$ cat config.mk
export PLATFORM = sky130hd
export DESIGN_NAME = factor_sequencer_flat
export DESIGN_NICKNAME = d
export VERILOG_FILES = /design/src/rtl/factor_sequencer_if.sv /design/src/rtl/factor_sequencer.sv /design/src/flat_wrapper.sv
export SDC_FILE = /design/constraint.sdc
export NUM_CORES = 1
export LEC_CHECK = 0
export BUFFER_PORTS_ARGS = -buffer_cell sky130_fd_sc_hd__buf_2
export CORE_ASPECT_RATIO = 1.5
export CORE_UTILIZATION = 42
export DETAILED_ROUTE_END_ITERATION = 7
export PLACE_DENSITY = 0.62
export SLEW_MARGIN = 20
export SYNTH_ARGS = -nofsm -noshare
export SYNTH_HDL_FRONTEND = slang
export SYNTH_SLANG_ARGS = --single-unit
$ cat constraint.sdc
create_clock -name clk -period 2.59 [get_ports clk]
set_input_delay 0.6475 -clock clk [delete_from_list [all_inputs] [get_ports clk]]
set_output_delay 0.6475 -clock clk [all_outputs]
set_load 0.02 [all_outputs]
$ cat src/rtl/factor_sequencer_if.sv
// ----------------------------------------------------------------------------
// factor_sequencer_if
//
// Start/done handshake between the factor sequencer and the factorizer
// datapath.
//
//   fz_start    one-cycle launch pulse (sequencer -> factorizer)
//   fz_number   8-bit operand of the current/last launch, held stable
//               from the launch onwards (sequencer -> factorizer)
//   fz_done     single-cycle result-valid pulse (factorizer -> sequencer)
//   fz_factors  18-bit result: bit i set means (i+2) divides fz_number
//               (factorizer -> sequencer)
//
// Modports:
//   master  sequencer side
//   slave   factorizer side
// ----------------------------------------------------------------------------
interface factor_sequencer_if;

    logic        fz_start;
    logic [7:0]  fz_number;
    logic        fz_done;
    logic [17:0] fz_factors;

    modport master (
        output fz_start,
        output fz_number,
        input  fz_done,
        input  fz_factors
    );

    modport slave (
        input  fz_start,
        input  fz_number,
        output fz_done,
        output fz_factors
    );

endinterface

$ cat src/rtl/factor_sequencer.sv
// ----------------------------------------------------------------------------
// factor_sequencer
//
// Control sequencer for the factorizer datapath. It watches the switch
// operand, launches the factorizer whenever the operand differs from the
// last launched one, latches the returned factor vector and steps the
// display digit through 1 and every displayable factor 2..15, holding each
// digit for DWELL cycles. A launch that sees no fz_done within TIMEOUT
// cycles of waiting is reported as an error (digit E) until the operand
// changes.
//
// Parameters:
//   DWELL    cycles each digit is held, 1..2^24-1
//   TIMEOUT  maximum WAIT cycles for fz_done, 1..255
//
// Ports:
//   clk          single clock, all state on the rising edge
//   reset        synchronous, active-high
//   number       8-bit operand from the switches, sampled every cycle
//   fz           factorizer handshake (master side): fz_start, fz_number
//                out; fz_done, fz_factors in
//   factors_q    latched factor vector of the last completed run
//   digit        value for the seven-segment decoder
//   digit_valid  digit is meaningful (SHOW or ERROR)
//   busy         high in START and WAIT
//   error        high in ERROR
//
// All outputs are registered: each one is computed from the next state and
// loaded on the same edge as the state register.
// ----------------------------------------------------------------------------
module factor_sequencer #(
    parameter logic [23:0] DWELL   = 24'd10_000_000,
    parameter logic [7:0]  TIMEOUT = 8'd64
) (
    input  logic                      clk,
    input  logic                      reset,
    input  logic [7:0]                number,
    factor_sequencer_if.master        fz,
    output logic [17:0]               factors_q,
    output logic [3:0]                digit,
    output logic                      digit_valid,
    output logic                      busy,
    output logic                      error
);

    localparam logic [2:0] ST_IDLE  = 3'd0;
    localparam logic [2:0] ST_START = 3'd1;
    localparam logic [2:0] ST_WAIT  = 3'd2;
    localparam logic [2:0] ST_SHOW  = 3'd3;
    localparam logic [2:0] ST_ERROR = 3'd4;

    localparam logic [3:0] DIGIT_ERR = 4'hE;

    // ------------------------------------------------------------------
    // State
    // ------------------------------------------------------------------
    logic [2:0]  state;
    logic        launch_pending;
    logic [23:0] dwell_cnt;
    logic [7:0]  timeout_cnt;

    // Next-state values
    logic [2:0]  state_n;
    logic        launch_pending_n;
    logic [23:0] dwell_cnt_n;
    logic [7:0]  timeout_cnt_n;
    logic [7:0]  fz_number_n;
    logic [17:0] factors_q_n;
    logic [3:0]  digit_n;
    logic        fz_start_n;
    logic        digit_valid_n;
    logic        busy_n;
    logic        error_n;

    logic        change;
    logic [3:0]  next_digit;
    logic        next_found;

    // Operand differs from the one last handed to the factorizer.
    assign change = (number != fz.fz_number);

    // ------------------------------------------------------------------
    // Next displayable digit: smallest d in (digit+1)..15 whose factor
    // bit is set, otherwise wrap back to 1. Factor bits 14..17 (16..19)
    // cannot be shown on a single hex digit and are never searched.
    // ------------------------------------------------------------------
    always_comb begin
        next_digit = 4'd1;
        next_found = 1'b0;
        for (int unsigned d = 2; d <= 15; d++) begin
            if (!next_found && (d > 32'(digit)) && factors_q[d - 2]) begin
                next_digit = 4'(d);
                next_found = 1'b1;
            end
        end
    end

    // ------------------------------------------------------------------
    // Sequencer transitions
    // ------------------------------------------------------------------
    always_comb begin
        state_n          = state;
        launch_pending_n = launch_pending;
        dwell_cnt_n      = dwell_cnt;
        timeout_cnt_n    = timeout_cnt;
        fz_number_n      = fz.fz_number;
        factors_q_n      = factors_q;
        digit_n          = digit;

        case (state)
            ST_IDLE: begin
                // launch_pending forces a first launch after reset even
                // when the switches read the reset operand of 0.
                if (launch_pending || change) begin
                    state_n     = ST_START;
                    fz_number_n = number;
                end
                launch_pending_n = 1'b0;
            end

            ST_START: begin
                // Operand changes here are not looked at; WAIT catches
                // them one cycle later and relaunches.
                state_n       = ST_WAIT;
                timeout_cnt_n = '0;
            end

            ST_WAIT: begin
                if (change) begin
                    // A result arriving in the same cycle belongs to the
                    // superseded operand and is dropped.
                    state_n     = ST_START;
                    fz_number_n = number;
                end else if (fz.fz_done) begin
                    state_n     = ST_SHOW;
                    factors_q_n = fz.fz_factors;
                    digit_n     = 4'd1;
                    dwell_cnt_n = '0;
                end else if (timeout_cnt == TIMEOUT - 8'd1) begin
                    state_n = ST_ERROR;
                end else begin
                    timeout_cnt_n = timeout_cnt + 8'd1;
                end
            end

            ST_SHOW: begin
                if (change) begin
                    state_n     = ST_START;
                    fz_number_n = number;
                end else if (dwell_cnt == DWELL - 24'd1) begin
                    // With no displayable factor the search returns 1,
                    // so the digit stays at 1 and the dwell restarts.
                    dwell_cnt_n = '0;
                    digit_n     = next_digit;
                end else begin
                    dwell_cnt_n = dwell_cnt + 24'd1;
                end
            end

            ST_ERROR: begin
                if (change) begin
                    state_n     = ST_START;
                    fz_number_n = number;
                end
            end

            default: begin
                state_n = ST_IDLE;
            end
        endcase

        // Registered outputs follow the state being entered.
        case (state_n)
            ST_SHOW:  ;
            ST_ERROR: digit_n = DIGIT_ERR;
            default:  digit_n = '0;
        endcase

        fz_start_n    = (state_n == ST_START);
        busy_n        = (state_n == ST_START) || (state_n == ST_WAIT);
        digit_valid_n = (state_n == ST_SHOW)  || (state_n == ST_ERROR);
        error_n       = (state_n == ST_ERROR);
    end

    // ------------------------------------------------------------------
    // Registers
    // ------------------------------------------------------------------
    always_ff @(posedge clk) begin
        if (reset) begin
            state          <= ST_IDLE;
            launch_pending <= 1'b1;
            dwell_cnt      <= '0;
            timeout_cnt    <= '0;
            fz.fz_start    <= 1'b0;
            fz.fz_number   <= '0;
            factors_q      <= '0;
            digit          <= '0;
            digit_valid    <= 1'b0;
            busy           <= 1'b0;
            error          <= 1'b0;
        end else begin
            state          <= state_n;
            launch_pending <= launch_pending_n;
            dwell_cnt      <= dwell_cnt_n;
            timeout_cnt    <= timeout_cnt_n;
            fz.fz_start    <= fz_start_n;
            fz.fz_number   <= fz_number_n;
            factors_q      <= factors_q_n;
            digit          <= digit_n;
            digit_valid    <= digit_valid_n;
            busy           <= busy_n;
            error          <= error_n;
        end
    end

endmodule
$ cat src/flat_wrapper.sv
// flat-port wrapper written by rule: the top's interface ports become plain ports
module factor_sequencer_flat 
#(
    parameter logic [23:0] DWELL   = 24'd10_000_000,
    parameter logic [7:0]  TIMEOUT = 8'd64
)
  (clk, reset, number, factors_q, digit, digit_valid, busy, error, fz_fz_start, fz_fz_number, fz_fz_done, fz_fz_factors);
  factor_sequencer_if fz_i ();
  input  logic clk;
  input  logic reset;
  input  logic [7:0] number;
  output logic [17:0] factors_q;
  output logic [3:0] digit;
  output logic digit_valid;
  output logic busy;
  output logic error;
  output wire logic [$bits(fz_i.fz_start)-1:0] fz_fz_start;
  output wire logic [$bits(fz_i.fz_number)-1:0] fz_fz_number;
  input wire logic [$bits(fz_i.fz_done)-1:0] fz_fz_done;
  input wire logic [$bits(fz_i.fz_factors)-1:0] fz_fz_factors;
  assign fz_fz_start = fz_i.fz_start;
  assign fz_fz_number = fz_i.fz_number;
  assign fz_i.fz_done = fz_fz_done;
  assign fz_i.fz_factors = fz_fz_factors;
  factor_sequencer #(.DWELL(DWELL), .TIMEOUT(TIMEOUT)) u_core (.clk(clk), .reset(reset), .number(number), .fz(fz_i), .factors_q(factors_q), .digit(digit), .digit_valid(digit_valid), .busy(busy), .error(error));
endmodule
==> results of run 1 <==
power groups by stage:
stage | Combinational [W] | Clock [W] | Sequential (W)
3_5_place_dp | 0.000340 | 0 | 0.00116
5_1_grt | 0.000373 | 0.00141 | 0.00114
2_1_floorplan | 0.000218 | 0 | 0.00118
4_1_cts | 0.000343 | 0.00136 | 0.00114
6_report | 0.000341 | 0.00133 | 0.00114
3_3_place_gp | 0.000334 | 0 | 0.00116
path summary, 6_finish.rpt:
path              slack [ns]                   end                 start
setup / recovery        0.41  u_core.dwell_cnt[15]   u_core.dwell_cnt[0]
hold / removal          0.45  u_core.factors_q[14]  u_core.factors_q[14]
hold reg to reg         0.45  u_core.factors_q[14]  u_core.factors_q[14]
setup reg to reg        0.41  u_core.dwell_cnt[15]   u_core.dwell_cnt[0]
state kept, by name (all words and copies together), names as in the netlist:
name / flops
u_core.fz.fz_start: 1
u_core.error: 1
u_core.fz.fz_number: 8
u_core.digit: 4
u_core.busy: 1
u_core.factors_q: 18
u_core.launch_pending: 1
u_core.dwell_cnt: 24
u_core.state: 3
u_core.timeout_cnt: 8
u_core.digit_valid: 1
metal layers:
layer,share of wire (%),vias to the layer above
met1,42,1643
met3,4.0,16
li1,-,1758
met5,0,-
met2,52,81
met4,2.1,0
kinds of logic after synthesis:
group                      share of synthesized area, %
DFF                                                37.7
and+or+nand+nor                                    31.1
AOI/OAI and AO/OA                                  16.8
xor gates and xnor gates                           7.27
buffers and inverters                              4.34
adders and majority gates                         0.673
muxes                                              2.15
worst max-delay path: stages, from the launching register on:
cell,delay (ns)
dfxtp_1,0.37
ha_1,0.25
nand3_1,0.15
or4_4,0.59
o211ai_1,0.39
nor2b_1,0.09
o21ai_0,0.15
o31ai_1,0.09
synth_stat cells (all sizes together), types with 3 or more instances:
library cell / number / area share, %
a21oi: 36 / 4.8
nand4b: 3 / 0.71
o22ai: 3 / 0.50
clkbuf: 9 / 1.4
or4: 6 / 1.4
dfxtp: 70 / 38
and3: 5 / 0.87
or3: 4 / 0.81
nor3b: 3 / 0.74
nand3: 19 / 2.6
buf: 11 / 2.2
a311oi: 3 / 0.71
nor3: 13 / 2.1
inv: 7 / 0.71
nor2b: 7 / 1.2
nor2: 51 / 5.6
mux2i: 8 / 2.2
nor4: 5 / 0.84
and2: 3 / 0.50
o21ai: 24 / 3.4
o211ai: 3 / 0.61
o31ai: 5 / 1.0
nand2b: 6 / 1.0
nand2: 71 / 7.4
xor2: 12 / 2.8
nand4: 14 / 2.5
o21a: 4 / 0.81
xnor2: 12 / 4.4
and4: 5 / 1.3
a21boi: 5 / 1.0
final cells by class:
type	count	share of cell area [%]
multi-input cells	355	48.0
flip-flops and latches	70	31.2
repair buffers	81	10.1
clock buffers	12	5.49
well taps	107	2.98
clock inverters	4	1.56
inverters	7	0.586
metrics by stage:
| stage | instances | hold slack [ns] | area, sq um |
|---|---|---|---|
| final | 636 | 0.453 | 4490 |
| after global routing | 636 | 0.477 | 4490 |
| after CTS | 636 | 0.456 | 4490 |
| after detailed placement | 620 | 0.448 | 4170 |
| after global placement | 620 | 0.434 | 4170 |
| after floorplan | 452 | 0.443 | 3720 |
==> out/results.ini, run 1 <==
[outcome]
outcome = completed

[detailed_routing]
drtIter0Drc = 191
drc = 0
drt_pre_antenna_iters = 4
drt-total-wl_mm = 9.23
wire_per_inst_microns = 14.5
vias_per_cell = 5.50
ant_nets = 0
vias = 3498

[sta]
hold_viol_final = 0
slew_violations = 0
setup_tns_ns = 0
fmax_ghz = 0.458
setup_slack_ns = 0.405
maxSlewHeadroom_pct = 56.1
setup_violations = 0
period_share_pct = 84.4
fin_skew_ns = 0.00618
layout_min_cycle_time_ns = 2.18
worst_slew_pin_slew_ns = 0.653
grt_setup_unrepaired = false

[pwr]
sw_frac_of_total_pct = 24.7
p_leak_nw = 1.78
p_total_w = 0.00281
pwr-share-comb_pct = 12.1
powerDensity_nw_per_um2 = 626
power_switching_w = 0.000693
vdd_drop_max_v = 0.000443
p_clk_share_pct = 47.3
power_frac_seq_pct = 40.5
internal-power_w = 0.00212

[setup_path]
crit_fanout = 4
worstRegToRegCells = 7
critical_path.endpoint_type = flop
critPathLaunchType = flop
crit_arrival_ns = 2.40
criticalPathCategory = flop to flop
worst_ep_required_time_ns = 2.81

[yosys]
syn_inst = 452
synth_area_sq_um = 3720
syn_area_per_cell_sq_um = 8.23
synth_ff_type = dfxtp_1
ys_warn_count = 0
synthArstFlopShare_pct = 0
ys_seq_area_share_pct = 37.7
synth_fp_nets = 483
ys_types = 67
synth_edf_count = 0
ys_seq_elements = 70

[final_layout]
final_common_cell = dfxtp_1
drive_above_1_share_pct = 23.6
nFillCells = 829
seq_area_sq_um = 1400
fin_nets = 555
mostFrequentLayoutCells = 70 x dfxtp_1, 69 x nand2_1, 62 x buf_2
n_antenna_cell = 0
fin_util_pct = 52.7
multi_input_area_sq_um = 2160
layout-area-overhead-vs-synth_pct = 20.7

[clocking]
root_buffer = clkbuf_16
postCtsSetupRepairBufs = 0
clock_latency_ns = 0.34
cts_tree = done
cts.repair.resized = 0
cts_htree_levels = 3
clk_pin_slew_ns = 0.06
cts_buffers = 9
cts.sinks = 70
cts_max_path_buffers = 2
cts_hold_buf = 0

[global_route]
met2_usage_pct = 38.3
grt_max_degree = 29
grt_overflow_total = 0
grt_util_met1_pct = 23.1
busiest_layer = met2
antenna_found_initial = 0
first_global_vias = 3334
grt_pass1_wl_mm = 15.2
grtUsageMet3_pct = 4.88
grt_use_total_pct = 21.2

[placement]
dp_slack_ns = 0.256
dp_hpwl_mm = 6.72
portBuffers = 62
gp_congestion = 0.864

[run]
maxCapViolations = 0

[die]
die_height_microns = 117
row_count = 41
boundaryPins = 63
die_x_microns = 78.8
fp.dieArea_sq_um = 9240
start_util_pct = 43.7
coreArea_sq_um = 8520

[hold_path]
whs_path_depth = 2
hold_class = flop to flop

Note: power is estimated with default switching activity, not from simulation.
==> run 2, diff against run 1 <==
- ABC_AREA: unset -> 1
- PLACE_DENSITY: 0.62 -> 0.61
- clock period: 2.59 -> 2.1 ns (I/O delays scaled with it)
==> out/results.ini, run 2 <==
[outcome]
outcome = completed

[yosys]
ys_seq_area_share_pct = 37.4
syn_area_per_cell_sq_um = 7.04
ys_types = 44
synth_area_sq_um = 3750
yosys-top-cells-area = dfxtp_1 37%, nand2_1 8.7%, inv_1 7.8%, a21oi_1 6.3%, o21ai_0 5.7%
syn_inst = 533
ys_seq_elements = 70
synth_edf_count = 0
synth_common_cells = 87 x nand2_1, 78 x inv_1, 70 x dfxtp_1
ys_warn_count = 0
netlist.top_cell.by_area = dfxtp_1
synth_fp_nets = 564
synth.most_common_cell = nand2_1
yosys.area.top_type_share_pct = 37.4
synthArstFlopShare_pct = 0
synth_ff_type = dfxtp_1

[die]
die_height_microns = 118
boundaryPins = 63
row_count = 41
coreArea_sq_um = 8520
fp.dieArea_sq_um = 9320
die_x_microns = 79.2
start_util_pct = 44.0

[setup_path]
endpoint = u_core.dwell_cnt[23]
critPathLaunchType = flop
worstRegToRegCells = 12
worstReg2RegStart = u_core.dwell_cnt[0]
startpoint = u_core.dwell_cnt[0]
criticalPathCategory = flop to flop
crit_chain = buf_4, nand2_1, nor2_2, inv_2, nor3_4, nand2_2, nor3_2, nand2_2, nor3_4, nand4_1, xor2_1, nor2_1
critical_path.endpoint_type = flop
reg2reg_slack_ns = 0.15
crit_slowest_cell = dfxtp_1
timing.rr.end = u_core.dwell_cnt[23]
crit_fanout = 3
crit_arrival_ns = 2.18
slowest_delay_ns = 0.34
worst_ep_required_time_ns = 2.33

[detailed_routing]
wire_per_inst_microns = 13.7
drt_pre_antenna_iters = 4
drtIter0Drc = 167
ant_nets = 0
drc = 0
vias = 3804
drt-total-wl_mm = 10.1
vias_per_cell = 5.19

[sta]
layout_min_cycle_time_ns = 1.95
setup_violations = 0
period_share_pct = 93.1
fin_skew_ns = 0.00917
hold_viol_final = 0
grt_setup_unrepaired = true
fmax_ghz = 0.512
maxSlewHeadroom_pct = 75.4
slew_violations = 0
fin_hold_ws_ns = 0.441
setup_tns_ns = 0
worst_slew_pin_slew_ns = 0.365

[global_route]
grt_use_total_pct = 22.7
first_global_vias = 3695
antenna_found_initial = 0
grt_overflow_total = 0
grt_max_degree = 37
grt_pass1_wl_mm = 16.5

[clocking]
cts_htree_levels = 3
clock_latency_ns = 0.34
cts_max_path_buffers = 2
cts.sinks = 70
cts_hold_buf = 0
root_buffer = clkbuf_16
clk_pin_slew_ns = 0.06
cts_buffers = 9
cts_tree = done

[final_layout]
n_antenna_cell = 0
reg.largest.list = u_core.dwell_cnt x24, u_core.factors_q x18
mostFrequentLayoutCells = 84 x nand2_1, 78 x inv_1, 67 x dfxtp_1
layout-area-overhead-vs-synth_pct = 25.0
largest-register = u_core.dwell_cnt
nFillCells = 846
drive_above_1_share_pct = 25.4
fin_nets = 652
largest_register_ffs = 24
final_common_cell = nand2_1

[placement]
dp_hpwl_mm = 7.73
gp_congestion = 0.947
portBuffers = 62

[pwr]
vdd_drop_max_v = 0.000502
powerDensity_nw_per_um2 = 704
p_leak_nw = 2.00

[run]
maxCapViolations = 0

[hold_path]
hold_class = flop to flop

==> run 2: cell types whose count changed after synthesis, moves of 9 or more <==
cell and delta:
o21ai_0 +23, nand4_1 +9, a21oi_1 +11, inv_1 +71, nor2_2 +9, inv_2 +10
nand2_1 +18
==> run 2: what timing repair did <==
| action | CTS | global route |
|---|---|---|
| setup buffers | 0 | 1 |
| setup endpoints to repair | 0 | 24 |
| gates resized for setup | 0 | 15 |
==> run 2: power breakdown <==
part | internal (W) | switching [W]
logic | 0.000129 | 0.000197
registers | 0.00136 | 0.0000270
clock network | 0.000984 | 0.000598
==> run 2: kinds of logic after synthesis <==
logic type                 share of synthesized area [%]
DFF                                                 37.4
AOI/OAI and AO/OA                                   16.5
and+or+nand+nor                                     31.2
xor gates and xnor gates                            3.74
adders and majority gates                          0.667
buffers and inverters                               10.5
==> run 2: how the worst min path moves through the flow <==
stage | from | endpoint | depth (start not counted)
2_1_floorplan | u_core.launch_pending | u_core.launch_pending | 2
3_3_place_gp | u_core.factors_q[17] | u_core.factors_q[17] | 2
3_5_place_dp | u_core.factors_q[15] | u_core.factors_q[15] | 2
4_1_cts | u_core.factors_q[15] | u_core.factors_q[15] | 2
5_1_grt | u_core.factors_q[15] | u_core.factors_q[15] | 2
6_report | u_core.factors_q[15] | u_core.factors_q[15] | 2
==> run 2: per-layer routing <==
metal	GRT usage (%)	up-vias	share of wire, %
met5	0	-	0
met4	11.8	0	4.4
met3	5.43	39	3.8
met2	40.8	106	53
met1	23.6	1717	39
li1	-	1942	-
==> run 2: worst max-delay path: cells and delay by family (launching register included) <==
| kind | cells | cell delay [ns] |
|---|---|---|
| xor gates and xnor gates | 1 | 0.18 |
| DFF | 1 | 0.34 |
| buffers and inverters | 2 | 0.21 |
| and+or+nand+nor | 9 | 1.13 |
==> run 2: layout make-up <==
cell class	count	area [sq um]	area share, %
clock inverters	5	56.3	1.20
multi-input cells	362	1980	42.3
repair buffers	90	520	11.1
inverters	88	333	7.10
well taps	107	134	2.86
clock buffers	11	253	5.39
flip-flops and latches	70	1410	30.0
==> run 2: through the flow <==
stage          worst slack, ns  util [%]  power [W]  area [sq um]  instances
6_report                 0.145      55.0    0.00330          4690        733
5_1_grt                -0.0620      55.0    0.00342          4690        733
4_1_cts                 0.0524      54.5    0.00333          4640        732
3_5_place_dp           -0.0285      50.9    0.00174          4330        716
3_3_place_gp            0.0167      50.9    0.00173          4330        716
2_1_floorplan            0.287         -    0.00162          3750        533
